[config.mk]
export PLATFORM = sky130hd
export DESIGN_NAME = exe_stage
export DESIGN_NICKNAME = d
export VERILOG_FILES = /design/src/rtl/exe_stage.sv
export SDC_FILE = /design/constraint.sdc
export NUM_CORES = 1
export LEC_CHECK = 0
export BUFFER_PORTS_ARGS = -buffer_cell sky130_fd_sc_hd__buf_2
export CORE_AREA = 2 2 156 158
export CTS_CLUSTER_DIAMETER = 40
export DETAILED_ROUTE_END_ITERATION = 6
export DIE_AREA = 0 0 158 160
export PLACE_DENSITY = 0.69
export REMOVE_ABC_BUFFERS = 1
export SYNTH_ARGS = -nofsm -noshare
export SYNTH_HDL_FRONTEND = slang
export SYNTH_SLANG_ARGS = --single-unit
[constraint.sdc]
create_clock -name clk -period 7.6 [get_ports clk]
set_input_delay 1.52 -clock clk [delete_from_list [all_inputs] [get_ports clk]]
set_output_delay 1.52 -clock clk [all_outputs]
set_load 0.1 [all_outputs]
[src/rtl/exe_stage.sv]
// Execute stage: valid-qualified register of the decoded instruction, operand
// select, ALU, and valid/allowin handshake toward MEM plus a forwarding tap.

module alu (
    input  logic [13:0] alu_op,
    input  logic [31:0] alu_src1,
    input  logic [31:0] alu_src2,
    output logic [31:0] alu_result
);
    logic [31:0] add_res;
    logic [31:0] sub_res;
    logic [31:0] or_res;
    logic [31:0] sel_res;

    assign add_res = alu_src1 + alu_src2;
    assign sub_res = alu_src1 + ~alu_src2 + 32'd1;
    assign or_res  = alu_src1 | alu_src2;

    // Unimplemented op bits select nothing, so they contribute a zero result.
    assign sel_res = ({32{alu_op[0]}} & add_res)
                   | ({32{alu_op[1]}} & alu_src1)
                   | ({32{alu_op[2]}} & or_res)
                   | ({32{alu_op[3]}} & sub_res);

    assign alu_result = (|alu_op) ? sel_res : 32'd0;
endmodule

module exe_stage #(
    parameter logic [31:0] PC_RST = 32'h1c000000,
    parameter int          DEST_W = 5
) (
    input  logic              clk,
    input  logic              rst,
    input  logic              flush,
    input  logic              ds_to_es_valid,
    output logic              es_allowin,
    input  logic [31:0]       ds_pc,
    input  logic [13:0]       ds_alu_op,
    input  logic [31:0]       ds_rj_value,
    input  logic [31:0]       ds_rkd_value,
    input  logic [31:0]       ds_imm,
    input  logic              ds_src1_is_pc,
    input  logic              ds_src2_is_imm,
    input  logic [DEST_W-1:0] ds_dest,
    input  logic              ds_gr_we,
    input  logic              ms_allowin,
    output logic              es_to_ms_valid,
    output logic [31:0]       es_pc,
    output logic [31:0]       es_alu_result,
    output logic [DEST_W-1:0] es_dest,
    output logic              es_gr_we,
    output logic              es_fwd_valid,
    output logic [DEST_W-1:0] es_fwd_dest,
    output logic [31:0]       es_fwd_data
);
    logic              es_valid;
    logic              es_ready_go;
    logic [31:0]       pc_r;
    logic [13:0]       alu_op_r;
    logic [31:0]       rj_r;
    logic [31:0]       rkd_r;
    logic [31:0]       imm_r;
    logic              src1_is_pc_r;
    logic              src2_is_imm_r;
    logic [DEST_W-1:0] dest_r;
    logic              gr_we_r;
    logic [31:0]       alu_src1;
    logic [31:0]       alu_src2;

    assign es_ready_go = 1'b1;
    assign es_allowin  = ~es_valid | (es_ready_go & ms_allowin);

    // rst beats flush beats accept; a flushed cycle also drops the offered instruction.
    always_ff @(posedge clk) begin
        if (rst) begin
            es_valid      <= 1'b0;
            pc_r          <= PC_RST;
            alu_op_r      <= '0;
            rj_r          <= '0;
            rkd_r         <= '0;
            imm_r         <= '0;
            src1_is_pc_r  <= 1'b0;
            src2_is_imm_r <= 1'b0;
            dest_r        <= '0;
            gr_we_r       <= 1'b0;
        end else if (flush) begin
            es_valid <= 1'b0;
        end else if (es_allowin) begin
            es_valid <= ds_to_es_valid;
            if (ds_to_es_valid) begin
                pc_r          <= ds_pc;
                alu_op_r      <= ds_alu_op;
                rj_r          <= ds_rj_value;
                rkd_r         <= ds_rkd_value;
                imm_r         <= ds_imm;
                src1_is_pc_r  <= ds_src1_is_pc;
                src2_is_imm_r <= ds_src2_is_imm;
                dest_r        <= ds_dest;
                gr_we_r       <= ds_gr_we;
            end
        end
    end

    assign alu_src1 = src1_is_pc_r  ? pc_r  : rj_r;
    assign alu_src2 = src2_is_imm_r ? imm_r : rkd_r;

    alu u_alu (
        .alu_op     (alu_op_r),
        .alu_src1   (alu_src1),
        .alu_src2   (alu_src2),
        .alu_result (es_alu_result)
    );

    assign es_to_ms_valid = es_valid & es_ready_go & ~flush;
    assign es_pc          = pc_r;
    assign es_dest        = dest_r;
    assign es_gr_we       = es_valid & gr_we_r;
    assign es_fwd_valid   = es_valid & gr_we_r & (dest_r != '0);
    assign es_fwd_dest    = dest_r;
    assign es_fwd_data    = es_alu_result;
endmodule
==> metrics.log, run 1 <==
[metrics] cts bufs inserted: 17
[metrics] wire length of the first global-routing pass: 46.21 mm
[metrics] Iter 0 DRT Violations: 729
[metrics] leading cell type in the layout, fill and taps excluded: sky130_fd_sc_hd__nand2_1
[metrics] final cell utilization of the core: 0.5094
[metrics] number of setup buffers added after CTS: 0
[metrics] library cells used by synthesis: 67
[metrics] Routed wire per std cell: 15.20 um
[metrics] clock root buffer: sky130_fd_sc_hd__clkbuf_16
[metrics] total overflow reported by the global router: 0
[metrics] number of diodes added for antenna fixing: 0
[metrics] share of the yosys chip area belonging to registers: 0.2697
[metrics] total count of max-transition violations in the final report: 0
[metrics] #FFs+latches synth: approximately 140
[metrics] layout cell share with drive strength beyond 1: 0.2165
[metrics] number of synthesis warnings: 0
[metrics] antenna violations before repair: 0
[metrics] Core Rows: 57
[metrics] Final Routed Wirelength: 29.09 mm
[metrics] worst-case vdd ir drop: 96.38 uV
[metrics] Post-DP HPWL: between 20 and 25 mm
[metrics] dominant synthesized flop cell: sky130_fd_sc_hd__dfxtp_1
[metrics] kind of end point of the critical path: primary output
[metrics] outcome: finished, final reports clean
[metrics] clock tree from TritonCTS: built
[metrics] post-CTS clock slew at the launch and capture registers of the worst setup and hold paths: 0.06 ns
[metrics] worst slew margin relative to its limit: 0.2503
[metrics] number of standard cells in the final layout excluding fillers: 1913
[metrics] area growth from synthesis to final layout: 15.94%
[metrics] final-report hold violation count: 0
[metrics] area used by multi-input combinational logic: between 0.006 and 0.007 sq mm
[metrics] die span in y: 160 um
[metrics] transition time at the pin with the least slew margin: 1.123 ns
[metrics] hold-fix buffer count after cts: 0
[metrics] maximum number of pins on one net before global-route repair: 76
[metrics] Seq. cell area: 0.002826 sq mm
[metrics] Final Worst Setup Slack: 0.7950 ns
[metrics] gr usage total: 0.2249
[metrics] worst min-delay path category: register to register
[metrics] Final Skew: 0.008980 ns
[metrics] cell area after technology mapping: 0.01047 sq mm
[metrics] antenna-violating nets left: 0
[metrics] detailed-routing iteration count for the pre-antenna-repair pass: 5
[metrics] remaining design rule violation count: 0
[metrics] number of port buffers: between 200 and 300
[metrics] kind of launch point of the worst setup path: register
[metrics] number of synthesized flops with an enable pin: 0
[metrics] CP Max Fanout: 27
[metrics] via count: 9994
[metrics] clock latency on the worst-skew pair: roughly 0.42 ns
[metrics] number of fill cells in the layout: 2448
[metrics] final setup violating endpoints: 0
[metrics] synthesized area per cell: 7.339 sq um
[metrics] most frequent cells in the layout: sky130_fd_sc_hd__nand2_1 (335), sky130_fd_sc_hd__buf_2 (253), sky130_fd_sc_hd__a21oi_1 (207)
[metrics] share of the clock period used by the worst path: 0.8954
[metrics] buffer levels on the longest clock path: 2
[metrics] initial standard-cell utilization of the core: 0.4393
[metrics] die footprint: ~0.025 sq mm
[metrics] RePlAce Congestion: 0.8720
[metrics] number of global-route vias before repair: ~9.2k
[metrics] CP required: slightly above 6 ns
[metrics] Post-Place Setup Slack: 1.328 ns
[metrics] I/O Pins: 265
[metrics] arrival time at the worst endpoint: 5.29 ns
[metrics] post-layout minimum cycle time: about 7 ns
[metrics] number of levels in the clock H-tree: 4
[metrics] post-synthesis instance total: about 1.4k
[metrics] Die Width: approximately 160 um
[metrics] area inside the core boundary: between 0.02 and 0.025 sq mm
[metrics] final net count: 1827
[metrics] via/cell ratio: around 5.2
[metrics] post-route total power: 2523 uW
[metrics] Power Dens Cells: 207.9 mW/mm^2
[metrics] leakage power: 0.005428 uW
[metrics] clock sinks: 141
[metrics] setup repair after global routing missed its margin: false
[metrics] Maximum Capacitance Violations: 0
[metrics] asr flop ratio synth: 0
[metrics] maximum clock rate: ~150 MHz
[metrics] Worst Setup Path Type: register to primary output
[metrics] number of gates resized after cts: 0
[metrics] Cell Count Post-Placement: 1881
-- per-layer routing --
layer / wire, um / share of wire / global-route usage / up-vias
met5: 0 / 0 / 0 / -
met4: 396 / 0.014 / 0.05569 / 0
met3: 1392 / 0.048 / 0.03826 / 23
met2: 13560 / 0.47 / 0.3666 / 248
met1: 13740 / 0.47 / 0.3086 / 4657
li1: - / - / - / 5066
-- final timing paths --
check,end,cells after the start,slack (ns),start
max,es_fwd_data[24],13,0.79,src2_is_imm_r$_SDFFE_PP0P_
min,gr_we_r$_SDFFE_PP0P_,2,0.45,gr_we_r$_SDFFE_PP0P_
max reg2reg,rkd_r[7]$_SDFFE_PP0P_,7,5.19,es_valid$_SDFFE_PP0N_
min reg2reg,gr_we_r$_SDFFE_PP0P_,2,0.45,gr_we_r$_SDFFE_PP0P_
-- final cells by class --
class	count	share of cell area
clock buffer	20	0.03764
inverter	95	0.02939
tap	324	0.03341
timing repair buffer	265	0.1118
sequential	141	0.2330
clock inverter	12	0.009178
multi-input combinational	1056	0.5456
-- synth_stat cells (all sizes together) (8+ instances only) --
cell,n,area share
nand2,335,0.12
a21oi,207,0.099
dfxtp,141,0.27
ha,94,0.11
inv,92,0.033
clkbuf,87,0.031
o21ai,67,0.032
nor2,55,0.020
buf,47,0.033
xnor2,42,0.035
mux2i,39,0.037
mux2,32,0.034
nor3,15,0.0072
o21bai,14,0.010
a221o,13,0.012
nand3,10,0.0048
nor2b,9,0.0054
o211ai,9,0.0078
xor2,8,0.0067
-- cell families after synthesis --
kind of cell,after synthesis,share of synthesized area
AO/OA/AOI/OAI,381,0.2232
XOR/XNOR,50,0.04185
adder cells (fa/ha/maj),96,0.1162
buffers and inverters,229,0.09816
flip-flops,141,0.2697
multiplexers,71,0.07174
AND/OR/NAND/NOR,458,0.1791
-- flip-flops by register name, summed over array words and instances, names as in the netlist, 4 cells and up --
| signal | cells |
|---|---|
| es_pc | 32 |
| imm_r | 32 |
| rkd_r | 32 |
| rj_r | 32 |
| es_dest | 5 |
| alu_op_r | 4 |
-- power by group --
part,leakage [uW],internal (uW),switching [uW]
Combinational,0.00400,241,666
Sequential,0.00115,774,23.9
Clock,0.000273,470,348
-- through the flow --
stage / area (sq um) / hold WS [ns] / TNS (ns)
finish: 12130 / 0.4479 / 0
global route: 12130 / 0.4666 / 0
CTS: 12130 / 0.4530 / 0
detailed placement: 11560 / 0.4436 / 0
global placement: 11560 / 0.4379 / 0
floorplan: 9794 / 0.4257 / -269.30
-- worst max-delay path, cell delays in order, from the launching register on --
cell	delay (ns)
sky130_fd_sc_hd__dfxtp_2	0.53
sky130_fd_sc_hd__buf_4	0.51
sky130_fd_sc_hd__mux2i_1	0.36
sky130_fd_sc_hd__ha_1	0.38
sky130_fd_sc_hd__o21bai_1	0.22
sky130_fd_sc_hd__a211oi_1	0.14
sky130_fd_sc_hd__o311ai_0	0.59
sky130_fd_sc_hd__a31oi_1	0.27
sky130_fd_sc_hd__o21ai_0	0.41
sky130_fd_sc_hd__a21boi_0	0.30
sky130_fd_sc_hd__o31ai_1	0.36
sky130_fd_sc_hd__mux2i_1	0.12
sky130_fd_sc_hd__o211ai_1	0.16
sky130_fd_sc_hd__buf_2	0.49
Power figures use the tool's default switching activity.
==> inputs of run 2 (changes only) <==
- ABC_CLOCK_PERIOD_IN_PS: default -> 7600
- CORE_AREA: 2 2 156 158 -> 2 2 137 139
- DIE_AREA: 0 0 158 160 -> 0 0 139 141
- PLACE_DENSITY: 0.69 -> 0.86
==> metrics.log, run 2 (synthesis results as in run 1) <==
[metrics] outcome: finished, final reports clean
[metrics] Die Width: 139 um
[metrics] Final Routed Wirelength: 28.70 mm
[metrics] kind of launch point of the worst setup path: register
[metrics] initial standard-cell utilization of the core: 0.5729
[metrics] hold-fix buffer count after cts: 0
[metrics] worst slew margin relative to its limit: 0.2773
[metrics] number of setup buffers added after CTS: 0
[metrics] worst-case vdd ir drop: 165.4 uV
[metrics] total count of max-transition violations in the final report: 0
[metrics] clock sinks: 141
[metrics] via count: a little over 10k
[metrics] antenna-violating nets left: 0
[metrics] gr usage total: 0.2833
[metrics] worst min-delay path category: register to register
[metrics] number of diodes added for antenna fixing: 0
[metrics] clock latency on the worst-skew pair: 0.43 ns
[metrics] wire length of the first global-routing pass: 46.06 mm
[metrics] clock root buffer: sky130_fd_sc_hd__clkbuf_16
[metrics] I/O Pins: around 270
[metrics] die footprint: 0.01960 sq mm
[metrics] final setup violating endpoints: 0
[metrics] setup repair after global routing missed its margin: false
[metrics] total cell area at the placement stage: 0.01147 sq mm
[metrics] total non-filler cell area in the finished layout: between 0.01 and 0.015 sq mm
[metrics] maximum number of pins on one net before global-route repair: 81
[metrics] transition time at the pin with the least slew margin: 1.083 ns
[metrics] area inside the core boundary: 0.01827 sq mm
[metrics] via/cell ratio: 5.624
[metrics] kind of end point of the critical path: primary output
[metrics] Cell Count Post-Placement: ~1.8k
[metrics] arrival time at the worst endpoint: 5.23 ns
[metrics] cts bufs inserted: 17
[metrics] detailed-routing iteration count for the pre-antenna-repair pass: 5
[metrics] final net count: 1829
[metrics] total overflow reported by the global router: 0
[metrics] remaining design rule violation count: 0
[metrics] die span in y: 141 um
[metrics] Worst Setup Path Type: register to primary output
[metrics] final-report hold violation count: 0
[metrics] post-layout minimum cycle time: approximately 6.7 ns
[metrics] buffer levels on the longest clock path: 2
[metrics] number of gates resized after cts: 0
[metrics] leading cell type in the layout, fill and taps excluded: sky130_fd_sc_hd__nand2_1
[metrics] Maximum Capacitance Violations: 0
[metrics] CP required: between 6 and 7 ns
[metrics] antenna violations before repair: 0
[metrics] most frequent cells in the layout: sky130_fd_sc_hd__nand2_1 (335), sky130_fd_sc_hd__buf_2 (253), sky130_fd_sc_hd__a21oi_1 (207)
[metrics] post-CTS clock slew at the launch and capture registers of the worst setup and hold paths: 0.06 ns
[metrics] CP Max Fanout: 13
[metrics] Iter 0 DRT Violations: 901
[metrics] area growth from synthesis to final layout: 15.17%
[metrics] Routed wire per std cell: 15.72 um
[metrics] number of levels in the clock H-tree: 4
[metrics] number of global-route vias before repair: 9387
[metrics] maximum clock rate: 148.2 MHz
[metrics] Core Rows: 50
[metrics] Final Skew: between 0.005 and 0.006 ns
[metrics] Power Dens Cells: 211.9 mW/mm^2
[metrics] share of the clock period used by the worst path: 0.8877
[metrics] Post-DP HPWL: between 20 and 25 mm
[metrics] clock tree from TritonCTS: built
[metrics] number of port buffers: 254
[metrics] leakage power: 0.005445 uW
[metrics] layout cell share with drive strength beyond 1: 0.2175
[metrics] RePlAce Congestion: 0.9495
[metrics] number of standard cells in the final layout excluding fillers: 1825
==> run 2: cell count changes in the layout (fill, tap and decap cells not counted) <==
cell / change
sky130_fd_sc_hd__inv_8: +3
sky130_fd_sc_hd__inv_6: +2
sky130_fd_sc_hd__dfxtp_1: +1
sky130_fd_sc_hd__clkbuf_8: -1
sky130_fd_sc_hd__clkbuf_1: -1
sky130_fd_sc_hd__dfxtp_2: -1
sky130_fd_sc_hd__buf_4: +2
sky130_fd_sc_hd__clkinv_2: -3
==> run 2: cell type report <==
cell class,count,area (sq um)
clock inverter,14,147.6
timing repair buffer,267,1371
tap,234,292.8
multi-input combinational,1056,6620
fill,1572,6215
sequential,141,2825
inverter,95,356.6
clock buffer,18,439.2
==> run 2: critical path: stages (launching register included) <==
cell	delay [ns]
sky130_fd_sc_hd__dfxtp_2	0.65
sky130_fd_sc_hd__mux2i_1	0.34
sky130_fd_sc_hd__inv_1	0.11
sky130_fd_sc_hd__ha_1	0.25
sky130_fd_sc_hd__fa_1	0.47
sky130_fd_sc_hd__o21bai_1	0.23
sky130_fd_sc_hd__a211oi_1	0.14
sky130_fd_sc_hd__o311ai_0	0.54
sky130_fd_sc_hd__a31oi_1	0.30
sky130_fd_sc_hd__o21ai_0	0.40
sky130_fd_sc_hd__a21boi_0	0.27
sky130_fd_sc_hd__o21ai_0	0.29
sky130_fd_sc_hd__xnor2_1	0.16
sky130_fd_sc_hd__a221o_1	0.20
sky130_fd_sc_hd__buf_2	0.43
==> run 2: layer usage <==
metal | track usage | wire [um]
met1 | 0.3699 | 12470
met2 | 0.4802 | 13880
met3 | 0.04857 | 1745
met4 | 0.08878 | 602
met5 | 0 | 0
==> run 2: path summary, 6_finish.rpt <==
path	startpoint	cells after the start	slack (ns)	endpoint
max reg2reg	es_valid$_SDFFE_PP0N_	6	5.71	imm_r[4]$_SDFFE_PP0P_
min	rj_r[14]$_SDFFE_PP0P_	2	0.45	rj_r[14]$_SDFFE_PP0P_
min reg2reg	rj_r[14]$_SDFFE_PP0P_	2	0.45	rj_r[14]$_SDFFE_PP0P_
max	src2_is_imm_r$_SDFFE_PP0P_	14	0.85	es_alu_result[26]
==> run 2: power breakdown <==
part / total, uW / internal [uW] / switching, uW
Clock: 843 / 472 / 372
Sequential: 797 / 774 / 22.8
Combinational: 913 / 242 / 672
==> run 2: metrics by stage <==
step	power, uW	setup TNS, ns	hold slack [ns]	worst slack (ns)	util
floorplan	1523	-269.30	0.4257	-1.733	-
detailed placement	1714	0	0.4447	1.430	0.6277
CTS	2554	0	0.4534	0.9329	0.6598
global route	2658	0	0.4766	0.5365	0.6598
finish	2554	0	0.4513	0.8538	0.6598
global placement	1703	0	0.4389	1.474	0.6277
==> inputs of run 3 (changes only) <==
- CORE_AREA: 2 2 137 139 -> 2 2 136 138
- CTS_BUF_LIST: default -> sky130_fd_sc_hd__clkbuf_8
- DIE_AREA: 0 0 139 141 -> 0 0 138 140
- PLACE_DENSITY: 0.86 -> 0.87
- SETUP_SLACK_MARGIN: default -> 0.15
==> metrics.log, run 3 (synthesis results as in run 1) <==
[metrics] endpoint of the worst hold path: rkd_r[16]$_SDFFE_PP0P_
[metrics] maximum number of pins on one net before global-route repair: 75
[metrics] leading cell type in the layout, fill and taps excluded: sky130_fd_sc_hd__nand2_1
[metrics] wire length of the first global-routing pass: 46.02 mm
[metrics] clock root buffer: sky130_fd_sc_hd__clkbuf_8
[metrics] area inside the core boundary: 0.01778 sq mm
[metrics] arrival time at the worst endpoint: 5.16 ns
[metrics] leakage power: about 0.0054 uW
[metrics] Die Width: 138 um
[metrics] Final Routed Wirelength: 28.38 mm
[metrics] Post-DP HPWL: 20.33 mm
[metrics] total count of max-transition violations in the final report: 0
[metrics] transition time at the pin with the least slew margin: 1.064 ns
[metrics] layout cell share with drive strength beyond 1: 0.2162
[metrics] CP required: 6.08 ns
[metrics] final setup violating endpoints: 0
[metrics] post-CTS clock slew at the launch and capture registers of the worst setup and hold paths: 0.08 ns
[metrics] Maximum Capacitance Violations: 0
[metrics] most frequent cells in the layout: sky130_fd_sc_hd__nand2_1 (335), sky130_fd_sc_hd__buf_2 (253), sky130_fd_sc_hd__a21oi_1 (207)
[metrics] number of setup buffers added after CTS: 0
[metrics] area growth from synthesis to final layout: 13.10%
[metrics] worst-case vdd ir drop: around 130 uV
[metrics] switching part of the total: 0.4393
[metrics] Post-Place Setup Slack: 1.566 ns
[metrics] Power Dens Cells: 194.7 mW/mm^2
[metrics] Final Skew: about 0.0083 ns
[metrics] RePlAce Congestion: 0.9196
[metrics] remaining design rule violation count: 0
[metrics] buffer levels on the longest clock path: 2
[metrics] Register-to-Register Path Depth: 6
[metrics] Clk network pwr share: 0.259
[metrics] startpoint of the worst-slack reg-to-reg timing path: es_valid$_SDFFE_PP0N_
[metrics] number of gates resized after cts: 0
[metrics] worst min-delay path category: register to register
[metrics] hold-fix buffer count after cts: 0
[metrics] detailed-routing iteration count for the pre-antenna-repair pass: 6
[metrics] Combinational Power Share: 0.397
[metrics] cell depth of the worst min-delay path: 2
[metrics] kind of end point of the critical path: primary output
[metrics] number of levels in the clock H-tree: 4
[metrics] via count: ~10k
[metrics] clock sinks: 141
[metrics] gr usage total: 0.2837
[metrics] number of global-route vias before repair: between 9k and 10k
[metrics] initial standard-cell utilization of the core: 0.5886
[metrics] cts bufs inserted: 17
[metrics] kind of launch point of the worst setup path: register
[metrics] clock tree from TritonCTS: built
[metrics] CP Max Fanout: 22
[metrics] number of port buffers: ~250
[metrics] internal power contribution: 1292 uW
[metrics] Largest stage delay, worst path: about 0.60 ns
[metrics] maximum clock rate: 149.7 MHz
[metrics] I/O Pins: 265
[metrics] antenna violations before repair: 0
[metrics] Routed wire per std cell: ~16 um
[metrics] number of standard cells in the final layout excluding fillers: 1820
[metrics] Cell Count Post-Placement: between 1.5k and 2k
[metrics] final-report hold violation count: 0
[metrics] setup slack, reg-to-reg: 5.77 ns
[metrics] total overflow reported by the global router: 0
[metrics] Iter 0 DRT Violations: about 920
[metrics] die footprint: 0.01932 sq mm
[metrics] final net count: roughly 1.8k
[metrics] antenna-violating nets left: 0
[metrics] Core Rows: 49
[metrics] Sequential Power Share: 0.345
[metrics] number of diodes added for antenna fixing: 0
[metrics] Worst Setup Path Type: register to primary output
[metrics] series of cell instances along the critical path: buf_4 -> mux2i_1 -> ha_1 -> nor2_1 -> a211oi_1 -> o311ai_0 -> a31oi_1 -> o21ai_0 -> a21boi_0 -> o31ai_1 -> mux2i_1 -> o211ai_1 -> buf_2
[metrics] post-layout minimum cycle time: 6.679 ns
[metrics] Final Worst Setup Slack: 0.9211 ns
[metrics] share of the clock period used by the worst path: 0.8788
[metrics] worst slew margin relative to its limit: 0.2900
[metrics] switching component of the power: 1012 uW
[metrics] via/cell ratio: 5.641
[metrics] final cell utilization of the core: 0.6657
[metrics] setup repair after global routing missed its margin: false
[metrics] post-route total power: 2305 uW
[metrics] Reg2Reg Capture Point: imm_r[6]$_SDFFE_PP0P_
[metrics] standard cell with the maximum stage delay on the critical path: sky130_fd_sc_hd__o311ai_0
[metrics] Crit path top cell by count: sky130_fd_sc_hd__mux2i_1
[metrics] outcome: finished, final reports clean
[metrics] clock latency on the worst-skew pair: about 0.46 ns
[metrics] die span in y: about 140 um
[metrics] start point of the worst min-delay path: rkd_r[16]$_SDFFE_PP0P_
## run 3: cell types whose count changed in the layout (fill, tap and decap cells not counted), sizes merged
cell      before  now
clkbuf        18   19
clkinv         5    8
clkinvlp       3    2
inv          100   97
## run 3: critical path: cells and delay by family, from the launching register on
family	cells	cell delay [ns]
simple gates	1	0.23
compound gates	7	2.18
mux	2	0.49
flops	1	0.43
fa+ha+maj	1	0.42
buf+inv	2	0.93
## run 3: how the worst max path moves through the flow
stage | startpoint | to | slack (ns)
2_1_floorplan | ms_allowin | alu_op_r[0]$_SDFFE_PP0P_ | -1.73
3_3_place_gp | src2_is_imm_r$_SDFFE_PP0P_ | es_alu_result[24] | 1.65
3_5_place_dp | src2_is_imm_r$_SDFFE_PP0P_ | es_fwd_data[24] | 1.57
4_1_cts | src2_is_imm_r$_SDFFE_PP0P_ | es_fwd_data[24] | 1.0
5_1_grt | src2_is_imm_r$_SDFFE_PP0P_ | es_fwd_data[24] | 0.68
6_report | src2_is_imm_r$_SDFFE_PP0P_ | es_fwd_data[24] | 0.92
## run 3: layer usage
| layer | share of wire | global-route usage | wire (um) |
|---|---|---|---|
| met1 | 0.44 | 0.3661 | 12350 |
| met3 | 0.061 | 0.04923 | 1725 |
| met5 | 0 | 0 | 0 |
| met4 | 0.031 | 0.1074 | 882 |
| met2 | 0.47 | 0.4766 | 13420 |
## run 3: cell type report
type	count	area, sq um
Clock buffer	19	261.5
Clock inverter	13	115.1
Fill cell	1547	5943
Inverter	95	356.6
Multi-Input combinational cell	1056	6620
Sequential cell	141	2825
Tap cell	229	286.5
Timing Repair Buffer	267	1371
## run 3: power by group through the flow
| stage | sequential [uW] | clock, uW | combinational (uW) |
|---|---|---|---|
| after global routing | 799 | 637 | 972 |
| after global placement | 810 | 0 | 891 |
| final | 795 | 596 | 914 |
| after CTS | 794 | 604 | 907 |
| after detailed placement | 812 | 0 | 902 |
| after floorplan | 890 | 0 | 633 |
## run 3: metrics by stage
| step | TNS [ns] | hold WS [ns] | area [sq um] |
|---|---|---|---|
| 2_1_floorplan | -269.30 | 0.4257 | 9794 |
| 3_3_place_gp | 0 | 0.4386 | 11460 |
| 3_5_place_dp | 0 | 0.4441 | 11460 |
| 4_1_cts | 0 | 0.4568 | 11840 |
| 5_1_grt | 0 | 0.4699 | 11840 |
| 6_report | 0 | 0.4550 | 11840 |
